## config.mk

```make
export PLATFORM = sky130hd
export DESIGN_NAME = manual_drive_fsm
export DESIGN_NICKNAME = d
export VERILOG_FILES = /design/src/rtl/car_pkg.sv /design/src/rtl/btn_debounce.sv /design/src/rtl/manual_drive_fsm.sv
export SDC_FILE = /design/constraint.sdc
export NUM_CORES = 1
export LEC_CHECK = 0
export BUFFER_PORTS_ARGS = -buffer_cell sky130_fd_sc_hd__buf_2
export CAP_MARGIN = 20
export CORE_UTILIZATION = 40
export CTS_CLUSTER_DIAMETER = 30
export CTS_CLUSTER_SIZE = 16
export DETAILED_ROUTE_END_ITERATION = 10
export PLACE_DENSITY = 0.58
export SLEW_MARGIN = 5
export SYNTH_ARGS = -nofsm -noshare
export SYNTH_HDL_FRONTEND = slang
export SYNTH_SLANG_ARGS = --single-unit
```

## constraint.sdc

```tcl
create_clock -name clk -period 2.23 [get_ports clk]
set_input_delay 0.446 -clock clk [delete_from_list [all_inputs] [get_ports clk]]
set_output_delay 0.446 -clock clk [all_outputs]
set_load 0.05 [all_outputs]
```

## src/rtl/car_pkg.sv

```systemverilog
// Shared car definitions used by the manual-drive controller, the 7-seg display
// stage and the other mode controllers.
//  - 4-bit car state codes (the shared state encoding seen on the display)
//  - drive_sw_t: the manual-drive switch bundle after synchronisation
//  - is_powered / is_rolling: state-class helpers
package car_pkg;

    localparam logic [3:0] OFF      = 4'b0000;
    localparam logic [3:0] NO_ST    = 4'b0011;
    localparam logic [3:0] START    = 4'b0111;
    localparam logic [3:0] MOVEF    = 4'b0110;
    localparam logic [3:0] MOVEB    = 4'b0101;
    localparam logic [3:0] WAIT_CMD = 4'b1000;
    localparam logic [3:0] LEFT_T   = 4'b1001;
    localparam logic [3:0] RIGHT_T  = 4'b1010;
    localparam logic [3:0] CIRCLE_T = 4'b1011;
    localparam logic [3:0] KEEP_GO  = 4'b1110;
    localparam logic [3:0] SEMI_F   = 4'b1111;

    typedef struct packed {
        logic throttle;
        logic clutch;
        logic brake;
        logic reverse;
        logic left_sw;
        logic right_sw;
    } drive_sw_t;

    // Any state in which the car is switched on in manual mode.
    function automatic logic is_powered(input logic [3:0] st);
        return (st == NO_ST) || (st == START) || (st == MOVEF) || (st == MOVEB);
    endfunction

    // States in which the turn indicators are allowed to light.
    function automatic logic is_rolling(input logic [3:0] st);
        return (st == START) || (st == MOVEF) || (st == MOVEB);
    endfunction

endpackage

```

## src/rtl/btn_debounce.sv

```systemverilog
// Push-button conditioner: 2-flop synchroniser followed by a stability filter.
// The filtered output only takes the synchronised value after that value has
// differed from the current output for DEBOUNCE_CYC consecutive cycles; any
// return to the old level restarts the count.
// Ports:
//  clk    in  1  system clock
//  rst_n  in  1  asynchronous active-low reset
//  btn_i  in  1  raw button, asynchronous to clk
//  btn_o  out 1  debounced button level
module btn_debounce #(
    parameter int unsigned DEBOUNCE_CYC = 1_000_000,
    parameter int unsigned CNT_W        = 27
) (
    input  logic clk,
    input  logic rst_n,
    input  logic btn_i,
    output logic btn_o
);

    localparam logic [CNT_W-1:0] CNT_LAST = CNT_W'(DEBOUNCE_CYC - 1);
    localparam logic [CNT_W-1:0] CNT_ONE  = CNT_W'(1);

    logic             sync1_q;
    logic             sync2_q;
    logic             db_q;
    logic             db_d;
    logic [CNT_W-1:0] cnt_q;
    logic [CNT_W-1:0] cnt_d;

    // cnt_q holds how many consecutive cycles the synchronised input has
    // disagreed with the filtered output. It is zero whenever they agree, so a
    // bounce back to the old level restarts the measurement.
    always_comb begin
        cnt_d = '0;
        db_d  = db_q;
        if (sync2_q != db_q) begin
            if (cnt_q == CNT_LAST) begin
                db_d = sync2_q;
            end else begin
                cnt_d = cnt_q + CNT_ONE;
            end
        end
    end

    always_ff @(posedge clk or negedge rst_n) begin
        if (!rst_n) begin
            sync1_q <= 1'b0;
            sync2_q <= 1'b0;
            db_q    <= 1'b0;
            cnt_q   <= '0;
        end else begin
            sync1_q <= btn_i;
            sync2_q <= sync1_q;
            db_q    <= db_d;
            cnt_q   <= cnt_d;
        end
    end

    assign btn_o = db_q;

endmodule

```

## src/rtl/manual_drive_fsm.sv

```systemverilog
// Manual-driving controller of the simulated car. Conditions the power button,
// detects a long press for power-on and tracks throttle/clutch/brake/reverse to
// produce the shared car state code plus drive and indicator commands.
// Ports:
//  clk         in  1  system clock, 100 MHz
//  rst_n       in  1  asynchronous active-low reset
//  power_btn   in  1  raw power button, active-high, asynchronous
//  throttle    in  1  level switch
//  clutch      in  1  level switch
//  brake       in  1  level switch
//  reverse     in  1  1 = reverse gear
//  left_sw     in  1  turn-left switch
//  right_sw    in  1  turn-right switch
//  state       out 4  car state code (car_pkg encoding); also the FSM state itself
//  move_fwd    out 1  1 only in MOVEF
//  move_bwd    out 1  1 only in MOVEB
//  turn_left   out 1  left indicator, only in START/MOVEF/MOVEB
//  turn_right  out 1  right indicator, only in START/MOVEF/MOVEB
module manual_drive_fsm
    import car_pkg::*;
#(
    parameter int unsigned DEBOUNCE_CYC   = 1_000_000,
    parameter int unsigned LONG_PRESS_CYC = 100_000_000,
    parameter int unsigned CNT_W          = 27
) (
    input  logic       clk,
    input  logic       rst_n,
    input  logic       power_btn,
    input  logic       throttle,
    input  logic       clutch,
    input  logic       brake,
    input  logic       reverse,
    input  logic       left_sw,
    input  logic       right_sw,
    output logic [3:0] state,
    output logic       move_fwd,
    output logic       move_bwd,
    output logic       turn_left,
    output logic       turn_right
);

    localparam logic [CNT_W-1:0] PRESS_MAX  = CNT_W'(LONG_PRESS_CYC);
    localparam logic [CNT_W-1:0] PRESS_LAST = CNT_W'(LONG_PRESS_CYC - 1);
    localparam logic [CNT_W-1:0] PRESS_ONE  = CNT_W'(1);

    drive_sw_t        sw_meta_q;
    drive_sw_t        sw_q;
    logic             btn_db;
    logic             db_prev_q;
    logic [CNT_W-1:0] press_cnt_q;
    logic [CNT_W-1:0] press_cnt_d;
    logic             long_seen_q;
    logic             long_seen_d;
    logic             long_evt;
    logic             rel_evt;
    logic [3:0]       state_q;
    logic [3:0]       state_d;
    logic             move_fwd_q;
    logic             move_bwd_q;
    logic             turn_left_q;
    logic             turn_right_q;
    logic             wrong_gear;

    btn_debounce #(
        .DEBOUNCE_CYC (DEBOUNCE_CYC),
        .CNT_W        (CNT_W)
    ) u_power_db (
        .clk   (clk),
        .rst_n (rst_n),
        .btn_i (power_btn),
        .btn_o (btn_db)
    );

    // ---------------------------------------------------------------
    // Press tracking on the debounced button
    // ---------------------------------------------------------------
    // long_evt fires on the cycle the counter steps from LONG_PRESS_CYC-1 to
    // LONG_PRESS_CYC; saturation stops it firing twice in one press.
    assign long_evt = btn_db && (press_cnt_q == PRESS_LAST);

    // long_seen_q remembers that this press already produced a long event, so
    // its release is not treated as an off request. It is still set during the
    // release cycle and clears one cycle later.
    assign rel_evt  = db_prev_q && !btn_db && !long_seen_q;

    always_comb begin
        press_cnt_d = '0;
        if (btn_db) begin
            press_cnt_d = (press_cnt_q == PRESS_MAX) ? PRESS_MAX : press_cnt_q + PRESS_ONE;
        end
        long_seen_d = btn_db && (long_seen_q || long_evt);
    end

    // ---------------------------------------------------------------
    // Car state machine (priority order matters: power-off first)
    // ---------------------------------------------------------------
    always_comb begin
        state_d    = state_q;
        wrong_gear = 1'b0;
        case (state_q)
            OFF: begin
                if (long_evt) state_d = NO_ST;
            end
            NO_ST: begin
                if (rel_evt)                          state_d = OFF;
                else if (sw_q.throttle && sw_q.clutch)  state_d = START;
                else if (sw_q.throttle)               state_d = OFF;  // stall
            end
            START: begin
                if (rel_evt) begin
                    state_d = OFF;
                end else if (sw_q.throttle && !sw_q.clutch && !sw_q.brake) begin
                    state_d = sw_q.reverse ? MOVEB : MOVEF;
                end
            end
            MOVEF, MOVEB: begin
                // Gear lever moved against the direction of travel.
                wrong_gear = (state_q == MOVEF) ? sw_q.reverse : !sw_q.reverse;
                if (rel_evt)                               state_d = OFF;
                else if (wrong_gear && !sw_q.clutch)       state_d = OFF;
                else if (sw_q.brake)                       state_d = NO_ST;
                else if (sw_q.clutch || !sw_q.throttle)    state_d = START;
            end
            default: state_d = OFF;  // illegal or foreign code
        endcase
    end

    always_ff @(posedge clk or negedge rst_n) begin
        if (!rst_n) begin
            sw_meta_q    <= '0;
            sw_q         <= '0;
            db_prev_q    <= 1'b0;
            press_cnt_q  <= '0;
            long_seen_q  <= 1'b0;
            state_q      <= OFF;
            move_fwd_q   <= 1'b0;
            move_bwd_q   <= 1'b0;
            turn_left_q  <= 1'b0;
            turn_right_q <= 1'b0;
        end else begin
            sw_meta_q    <= {throttle, clutch, brake, reverse, left_sw, right_sw};
            sw_q         <= sw_meta_q;
            db_prev_q    <= btn_db;
            press_cnt_q  <= press_cnt_d;
            long_seen_q  <= long_seen_d;
            // All outputs come from state_d so they switch together with state.
            state_q      <= state_d;
            move_fwd_q   <= (state_d == MOVEF);
            move_bwd_q   <= (state_d == MOVEB);
            turn_left_q  <= sw_q.left_sw && is_rolling(state_d);
            turn_right_q <= sw_q.right_sw && is_rolling(state_d);
        end
    end

    assign state      = state_q;
    assign move_fwd   = move_fwd_q;
    assign move_bwd   = move_bwd_q;
    assign turn_left  = turn_left_q;
    assign turn_right = turn_right_q;

endmodule
```

==> summary.txt, run 1 <==
Final layout
  • Seq. cell area: 1980 sq um
  • Multi-input gate area: 1680 sq um
  • Fillers: 855
  • Layout cells sized above 1: 14.1%
  • Nets: 410
  • Area Overhead vs Synth: 11.6%
  • # diodes: 0

Worst setup path
  • Crit Path Class: reg -> reg
  • FF-to-FF path depth: 4
  • Delay-heaviest family, CP: simple AND/OR/NAND/NOR gates
  • Worst Path Max Fanout: 15
  • Ordered list of cells on the worst path: and3_1 > or4b_4 > or4_1 > a21oi_1
  • CP bufs+invs: 0
  • CP Data Arrival Time: 2.36 ns
  • Worst EP required: 2.51 ns
  • Worst path slowest cell: or4b_4
  • CP Capture Type: flip-flop
  • Critical Path Start Type: flip-flop
  • Max incr delay on CP: 0.59 ns
  • Levels on crit path: 4

Power
  • Net Sw Frac: 25.6%
  • PwrDens: 608 nW/um^2
  • Sequential share of power: 56.9%
  • Total power draw: 0.00257 W
  • VDD IR max: 289 uV
  • Psw: 0.000656 W
  • Part of the power in the clock network: 40.3%
  • Internal: 0.00191 W
  • Logic pwr share: 2.8%
  • Leak: 1.70 nW

Yosys
  • Register bit total from synthesis: 79
  • Largest family of logic cells by synthesized area: simple AND/OR/NAND/NOR gates
  • Synth top area cells: dfrtp_1, xor2_1, a21oi_1
  • Register area share after synthesis: 52.3%
  • Mean Syn Cell Area: 10.1 sq um
  • Count of unique library cells instantiated by Yosys: 47
  • Synth Area in XOR/XNOR: 6.72%
  • Most numerous cell in the Yosys netlist: dfrtp_1
  • Adder-Cell Fraction of Synth Area: 0.994%
  • Ys flop type: dfrtp_1
  • Post-synthesis mux area share: 0.298%
  • Leading area contributor after synthesis: dfrtp_1
  • Cells after Synth: 374
  • EDFF count, synth: 0
  • Yosys warning count: 0
  • Async S/R FF share, synth: 100%
  • Post-synthesis simple-gate area fraction: 25.2%
  • Compound-gate portion of the synthesized area: 11.3%
  • Post-synth net total: 386
  • Post-Synthesis Cell Area: 3780 sq um
  • Area share of the largest cell type after synthesis: 52.3%
  • Most frequent cells after synthesis: dfrtp_1, nor2_1, a21oi_1, nand3_1, nand2_1

Floorplanning
  • Die area: 9840 sq um
  • Cell Rows: 35
  • Core box area: 9200 sq um
  • Number of placed I/O pins: 17
  • Die height: 99.2 um
  • Die X: 99.2 um
  • Initial cell density of the core: 41.1%

STA
  • Max Clk Rate: 481 MHz
  • Final Hold Fails: 0
  • Post-route clock period utilization: 93.2%
  • Slew Limit Fails: 0
  • Final setup violating endpoints: 0
  • Tmin final: 2.08 ns
  • RSZ-0062 raised after global routing: false
  • Clock skew: 0.00991 ns
  • Total negative slack: 0 ns
  • Worst hold margin: 0.0526 ns
  • Worst slew pin tran: 0.509 ns
  • Slew HR: 66.0%

Clock network
  • Buffer count from post-CTS setup fixing: 0
  • Clk sinks: 79
  • Latest clock arrival within the worst-skew pair: 0.35 ns
  • Number of buffers created by CTS: 9
  • Cts hold-fix bufs: 0
  • Clk slew on worst S/H paths: 0.09 ns
  • PostCTS Resize Cnt: 0
  • Clk buf depth: 2
  • H-tree depth: 3
  • Clk root buf: clkbuf_8
  • TritonCTS clock tree: done

Global route
  • First-pass GRT wire length: 13.4 mm
  • Vias in the first global route: 2818
  • Total track usage: 17.2%
  • Largest net degree at the start of global routing: 41
  • Antenna violations before repair: 0
  • Gr ovfl total: 0

Route
  • Via density: 5.61
  • Overall routed net length: 7.57 mm
  • ANT nets after route: 0
  • Wire per inst: 14.7 um
  • 1st-iter DRT viols: 97
  • TritonRoute pass-1 iters: 4
  • Via count: 2884
  • Residual DRC: 0

Run status
  • Status: finished clean

Hold path
  • Hold Crit Class: in -> async

Placed design
  • Port bufs: 16
  • HPWL Detailed: 5.37 mm
  • Gpl congestion: 0.774

Job
  • Max Cap Viol: 0
==> worst paths after layout <==
check                      slack (ns)                 from                   end
setup / recovery                 0.15  u_power_db.cnt_q[8]  u_power_db.cnt_q[25]
hold / removal                   0.05                rst_n             turn_left
setup reg to reg                 0.15  u_power_db.cnt_q[8]  u_power_db.cnt_q[25]
hold reg to reg                  0.35   u_power_db.sync1_q    u_power_db.sync2_q
max in group asynchronous        1.58                rst_n        press_cnt_q[4]
min in group clk                 0.19             right_sw          sw_meta_q[0]
==> kinds of logic after synthesis <==
logic type | Yosys count
and+or+nand+nor | 167
other | 1
buffers and inverters | 26
DFF | 79
adders and majority gates | 3
xor gates and xnor gates | 29
muxes | 1
AOI/OAI and AO/OA | 68
==> layout make-up <==
class                      count  area share [%]
timing repair buffer          28            4.39
tap                          111            3.29
clock inverter                 7            1.60
inverter                      11           0.979
multi-input combinational    269            39.9
sequential                    79            46.9
clock buffer                   9            2.94
==> routing by layer <==
layer | vias up | track usage (%) | part of all wire (%)
met5 | - | 0 | 0
met4 | 0 | 7.24 | 1.5
met3 | 9 | 2.74 | 3.1
met2 | 47 | 28.3 | 48
met1 | 1404 | 22.8 | 47
li1 | 1424 | - | -
==> power by group through the flow <==
stage | combinational, W | clock, W | sequential [W]
6_report | 0.0000717 | 0.00103 | 0.00146
5_1_grt | 0.0000836 | 0.00114 | 0.00146
4_1_cts | 0.0000753 | 0.00108 | 0.00146
3_5_place_dp | 0.0000749 | 0 | 0.00149
3_3_place_gp | 0.0000736 | 0 | 0.00149
2_1_floorplan | 0.0000231 | 0 | 0.00149
==> sequential cells by signal, indices dropped and copies added, names as in the netlist <==
name / cells
move_fwd: 1
sw_q: 6
u_power_db.btn_o: 1
turn_right: 1
db_prev_q: 1
long_seen_q: 1
u_power_db.sync1_q: 1
u_power_db.sync2_q: 1
state: 4
sw_meta_q: 6
press_cnt_q: 27
move_bwd: 1
u_power_db.cnt_q: 27
turn_left: 1
==> metrics by stage <==
step / area, sq um / worst slack [ns] / cells / util (%)
6_report: 4220 / 0.152 / 514 / 45.9
5_1_grt: 4220 / 0.00939 / 514 / 45.9
4_1_cts: 4220 / 0.158 / 514 / 45.9
3_5_place_dp: 4030 / 0.179 / 498 / 43.8
3_3_place_gp: 4030 / 0.179 / 498 / 43.8
2_1_floorplan: 3780 / 0.254 / 374 / -
==> cells in the final DEF (no fill, tap or decap), types with 4 or more instances in the layout <==
cell type  synthesis  layout
buf_2              4      15
nand3_1           22      22
dfrtp_1           79      79
xnor2_1           12      12
and3_1             8       8
o31ai_1           10      10
a21oi_1           27      27
xor2_1            17      17
buf_4              4      12
nand2_1           20      20
or4_1             14      14
nor4_1             6       6
nand4_1           17      17
o2111ai_1          5       5
o21ai_0           16      16
and4_1             4       4
clkbuf_8           0       9
nor2_1            32      32
nor3_1             7       7
or3_1             15      15
inv_1             11      11
Power figures use the tool's default switching activity.
==> inputs of run 2 (changes only) <==
- RECOVER_POWER: default -> 50
==> summary.txt, run 2 (synthesis gave the netlist of run 1 again) <==
Route
  • Via density: 5.61
  • Residual DRC: 0
  • Wire per inst: 14.7 um
  • TritonRoute pass-1 iters: 4
  • Via count: 2884
  • ANT nets after route: 0
  • Overall routed net length: 7.57 mm
  • 1st-iter DRT viols: 97

Hold path
  • Hold endpoint: sw_meta_q[0]
  • Hold Startpoint: right_sw
  • Hold Crit Class: in -> reg
  • Hold path cells: 1

Placed design
  • Gpl congestion: 0.774
  • Port bufs: 16
  • HPWL Detailed: 5.37 mm

Clock network
  • PostCTS Resize Cnt: 0
  • TritonCTS clock tree: done
  • Buffer count from post-CTS setup fixing: 0
  • Cts hold-fix bufs: 0
  • Clk root buf: clkbuf_8
  • H-tree depth: 3
  • Clk buf depth: 2
  • Clk sinks: 79
  • Latest clock arrival within the worst-skew pair: 0.35 ns
  • Number of buffers created by CTS: 9
  • Clk slew on worst S/H paths: 0.09 ns

Floorplanning
  • Cell Rows: 35
  • Die X: 99.2 um
  • Core box area: 9200 sq um
  • Die area: 9840 sq um
  • Initial cell density of the core: 41.1%
  • Die height: 99.2 um
  • Number of placed I/O pins: 17

Final layout
  • Fillers: 858
  • Nets: 410
  • Layout cells sized above 1: 14.1%
  • Area Overhead vs Synth: 11.2%
  • # diodes: 0
  • Top Registers: press_cnt_q: 27 flops, u_power_db.cnt_q: 27 flops
  • Commonest non-fill, non-tap cells in the layout: dfrtp_1, nor2_1, a21oi_1
  • Most common cell after layout, fill and taps aside: dfrtp_1

Global route
  • GR peak layer: met2
  • Largest net degree at the start of global routing: 41
  • Met3 capacity usage during global routing: 2.74%
  • Total track usage: 17.2%
  • Met2 usage: 28.3%
  • First-pass GRT wire length: 13.4 mm
  • Met1 GRT Util: 22.8%
  • Antenna violations before repair: 0
  • Vias in the first global route: 2818
  • Gr ovfl total: 0

STA
  • Final Hold Fails: 0
  • Slew HR: 33.8%
  • Worst slew pin tran: 0.993 ns
  • Total negative slack: 0 ns
  • Max Clk Rate: 481 MHz
  • RSZ-0062 raised after global routing: false
  • Worst hold margin: 0.190 ns
  • Slew Limit Fails: 0
  • Post-route clock period utilization: 93.2%
  • Clock skew: 0.00991 ns
  • Tmin final: 2.08 ns
  • Final setup violating endpoints: 0

Worst setup path
  • CP Capture Type: flip-flop
  • FF-to-FF Start: u_power_db.cnt_q[8]
  • Worst path slowest cell: or4b_4
  • Worst Path Max Fanout: 15
  • Ordered list of cells on the worst path: and3_1 > or4b_4 > or4_1 > a21oi_1
  • Setup slack, reg-to-reg: 0.15 ns
  • Delay-heaviest family, CP: simple AND/OR/NAND/NOR gates
  • Worst R2R End: u_power_db.cnt_q[25]
  • CP Data Arrival Time: 2.36 ns
  • Crit Path Class: reg -> reg
  • Critical Path Start Type: flip-flop
  • Setup crit start: u_power_db.cnt_q[8]
  • Worst EP required: 2.51 ns
  • FF-to-FF path depth: 4
  • Max incr delay on CP: 0.59 ns
  • CP bufs+invs: 0

Power
  • PwrDens: 610 nW/um^2
  • VDD IR max: 289 uV
  • Leak: 1.70 nW

Run status
  • Status: finished clean

Job
  • Max Cap Viol: 0
## run 2: report_power, final
group / switching (W) / internal, W
clock: 0.000594 / 0.000439
sequential: 0.0000117 / 0.00145
combinational: 0.0000502 / 0.0000174
total: 0.000656 / 0.00191
## run 2: how the worst max path moves through the flow
stage,endpoint,slack [ns],cells after the start
after floorplan,press_cnt_q[18],0.25,6
after global placement,press_cnt_q[11],0.18,5
after detailed placement,press_cnt_q[4],0.18,5
after CTS,u_power_db.cnt_q[23],0.16,4
after global routing,u_power_db.cnt_q[23],0.009,4
final,u_power_db.cnt_q[25],0.15,4
## run 2: stage by stage
stage	cell area [sq um]	std cells	utilization [%]	setup WS, ns	total power (W)
2_1_floorplan	3780	374	-	0.254	0.00151
3_5_place_dp	4030	498	43.8	0.179	0.00156
3_3_place_gp	4030	498	43.8	0.179	0.00156
5_1_grt	4200	514	45.7	0.00939	0.00269
4_1_cts	4220	514	45.9	0.158	0.00262
6_report	4200	514	45.7	0.152	0.00256
## run 2: final cells by class
type	instances	area [sq um]	share of cell area (%)
well taps	111	139	3.31
clock inverters	7	67.6	1.61
repair buffers	28	168	3.99
clock buffers	9	124	2.95
flip-flops and latches	79	1980	47.1
inverters	11	41.3	0.983
multi-input cells	269	1680	40.1
## run 2: routing by layer
metal / wire (um) / up-vias
met2: 3650 / 47
met3: 235 / 9
met1: 3570 / 1404
li1: - / 1424
met5: 0 / -
met4: 116 / 0
==> inputs of run 3 (changes only) <==
- clock period: 2.23 -> 2.05 ns (I/O delays scaled with it)
==> summary.txt, run 3 (synthesis gave the netlist of run 1 again) <==
Route
  • Overall routed net length: 7.88 mm
  • ANT nets after route: 0
  • Wire per inst: 14.9 um
  • Via count: 2928
  • Residual DRC: 0
  • TritonRoute pass-1 iters: 4
  • 1st-iter DRT viols: 83
  • Via density: 5.55

Floorplanning
  • Die X: 99.2 um
  • Initial cell density of the core: 41.1%
  • Die height: 99.2 um
  • Core box area: 9200 sq um
  • Die area: 9840 sq um
  • Number of placed I/O pins: 17
  • Cell Rows: 35

STA
  • Clock skew: 0.0115 ns
  • Slew HR: 20.2%
  • Total negative slack: 0 ns
  • Tmin final: 1.99 ns
  • Slew Limit Fails: 0
  • Final Hold Fails: 0
  • Max Clk Rate: 502 MHz
  • Worst slew pin tran: 1.20 ns
  • Final setup violating endpoints: 0
  • Post-route clock period utilization: 97.2%
  • RSZ-0062 raised after global routing: false

Global route
  • Antenna violations before repair: 0
  • Vias in the first global route: 2818
  • Largest net degree at the start of global routing: 48
  • First-pass GRT wire length: 13.4 mm
  • Total track usage: 17.1%
  • Gr ovfl total: 0

Placed design
  • Gpl congestion: 0.795
  • HPWL Detailed: 5.35 mm
  • Placed Cells: 506
  • Port bufs: 16

Worst setup path
  • Setup crit start: press_cnt_q[10]
  • CP Data Arrival Time: 2.27 ns
  • CP Capture Type: flip-flop
  • Worst path slowest cell: or4_1
  • Worst Path Max Fanout: 7
  • Ordered list of cells on the worst path: nand4_2 > or4_1 > or4_1 > a21oi_1
  • Max incr delay on CP: 0.66 ns
  • Worst EP required: 2.33 ns
  • CP dominant cell by count: or4_1
  • Critical Path Start Type: flip-flop
  • CP bufs+invs: 0
  • FF-to-FF Start: press_cnt_q[10]
  • Crit Path Class: reg -> reg
  • Delay-heaviest family, CP: simple AND/OR/NAND/NOR gates

Hold path
  • Hold Startpoint: left_sw
  • Hold Crit Class: in -> reg

Clock network
  • Clk buf depth: 2
  • Clk root buf: clkbuf_8
  • H-tree depth: 3
  • Number of buffers created by CTS: 9
  • Latest clock arrival within the worst-skew pair: 0.35 ns
  • Clk sinks: 79
  • TritonCTS clock tree: done
  • Clk slew on worst S/H paths: 0.09 ns

Final layout
  • Nets: 424
  • Area Overhead vs Synth: 14.3%
  • Non-filler cells, final: 528
  • Most common cell after layout, fill and taps aside: dfrtp_1
  • Commonest non-fill, non-tap cells in the layout: dfrtp_1, nor2_1, a21oi_1
  • Top Registers: press_cnt_q: 27 flops, u_power_db.cnt_q: 27 flops
  • Layout cells sized above 1: 17.0%
  • # diodes: 0

Power
  • PwrDens: 635 nW/um^2
  • Leak: 1.76 nW
  • VDD IR max: 345 uV

Run status
  • Status: finished clean

Job
  • Max Cap Viol: 0
-- run 3: cell types whose count changed in the layout (fill, tap and decap cells not counted) --
cell,change
buf_4,+12
inv_8,-3
buf_12,+2
clkinv_4,+2
buf_2,+1
clkbuf_1,+1
clkbuf_2,-1
dfrtp_1,-1
dfrtp_2,+1
-- run 3: power by group --
group / switching [W] / internal, W
combinational: 0.0000576 / 0.0000238
sequential: 0.0000125 / 0.00158
clock: 0.000614 / 0.000458
total: 0.000684 / 0.00206
-- run 3: per-stage QoR --
step / util (%) / setup slack, ns / power, W / hold slack [ns] / instance area, sq um
floorplan: - / 0.0742 / 0.00165 / 0.114 / 3780
global placement: 44.6 / 0.101 / 0.00170 / 0.333 / 4100
detailed placement: 44.6 / 0.0678 / 0.00170 / 0.335 / 4100
CTS: 46.5 / 0.0468 / 0.00279 / 0.0694 / 4280
global route: 47.0 / 0.00196 / 0.00286 / 0.128 / 4320
finish: 47.0 / 0.0582 / 0.00274 / 0.161 / 4320
-- run 3: cell type report --
class | count | area (sq um)
clock buffers | 10 | 128
clock inverters | 6 | 51.3
fillers | 880 | 4880
inverters | 11 | 41.3
multi-input cells | 269 | 1680
flip-flops and latches | 79 | 1980
well taps | 111 | 139
repair buffers | 42 | 298
-- run 3: metal layers --
metal	track usage, %	part of all wire [%]	routed length [um]
met4	6.67	1.4	108
met1	22.5	48	3780
met3	3.72	2.8	220
met2	27.7	48	3770
met5	0	0	0
-- run 3: worst register-to-register path: stages, from the launching register on --
cell	delay (ns)
dfrtp_1	0.44
nand4_2	0.15
or4_1	0.66
or4_1	0.50
a21oi_1	0.16
-- run 3: path summary, 6_finish.rpt --
| kind | slack [ns] | cells after the start | endpoint |
|---|---|---|---|
| worst max-delay path | 0.06 | 4 | press_cnt_q[25] |
| worst min-delay path | 0.16 | 1 | sw_meta_q[1] |
| max in group asynchronous | 0.96 | 1 | press_cnt_q[9] |
| worst min register to register | 0.35 | 0 | sw_q[0] |
| min in group asynchronous | 0.29 | 1 | turn_right |
| worst max register to register | 0.06 | 4 | press_cnt_q[25] |
-- run 3: timing repair --
action | in CTS | in global routing
setup endpoints to repair | 0 | 3
buffers inserted | 0 | 6
hold buffers | 0 | 0
resized for setup | 0 | 1
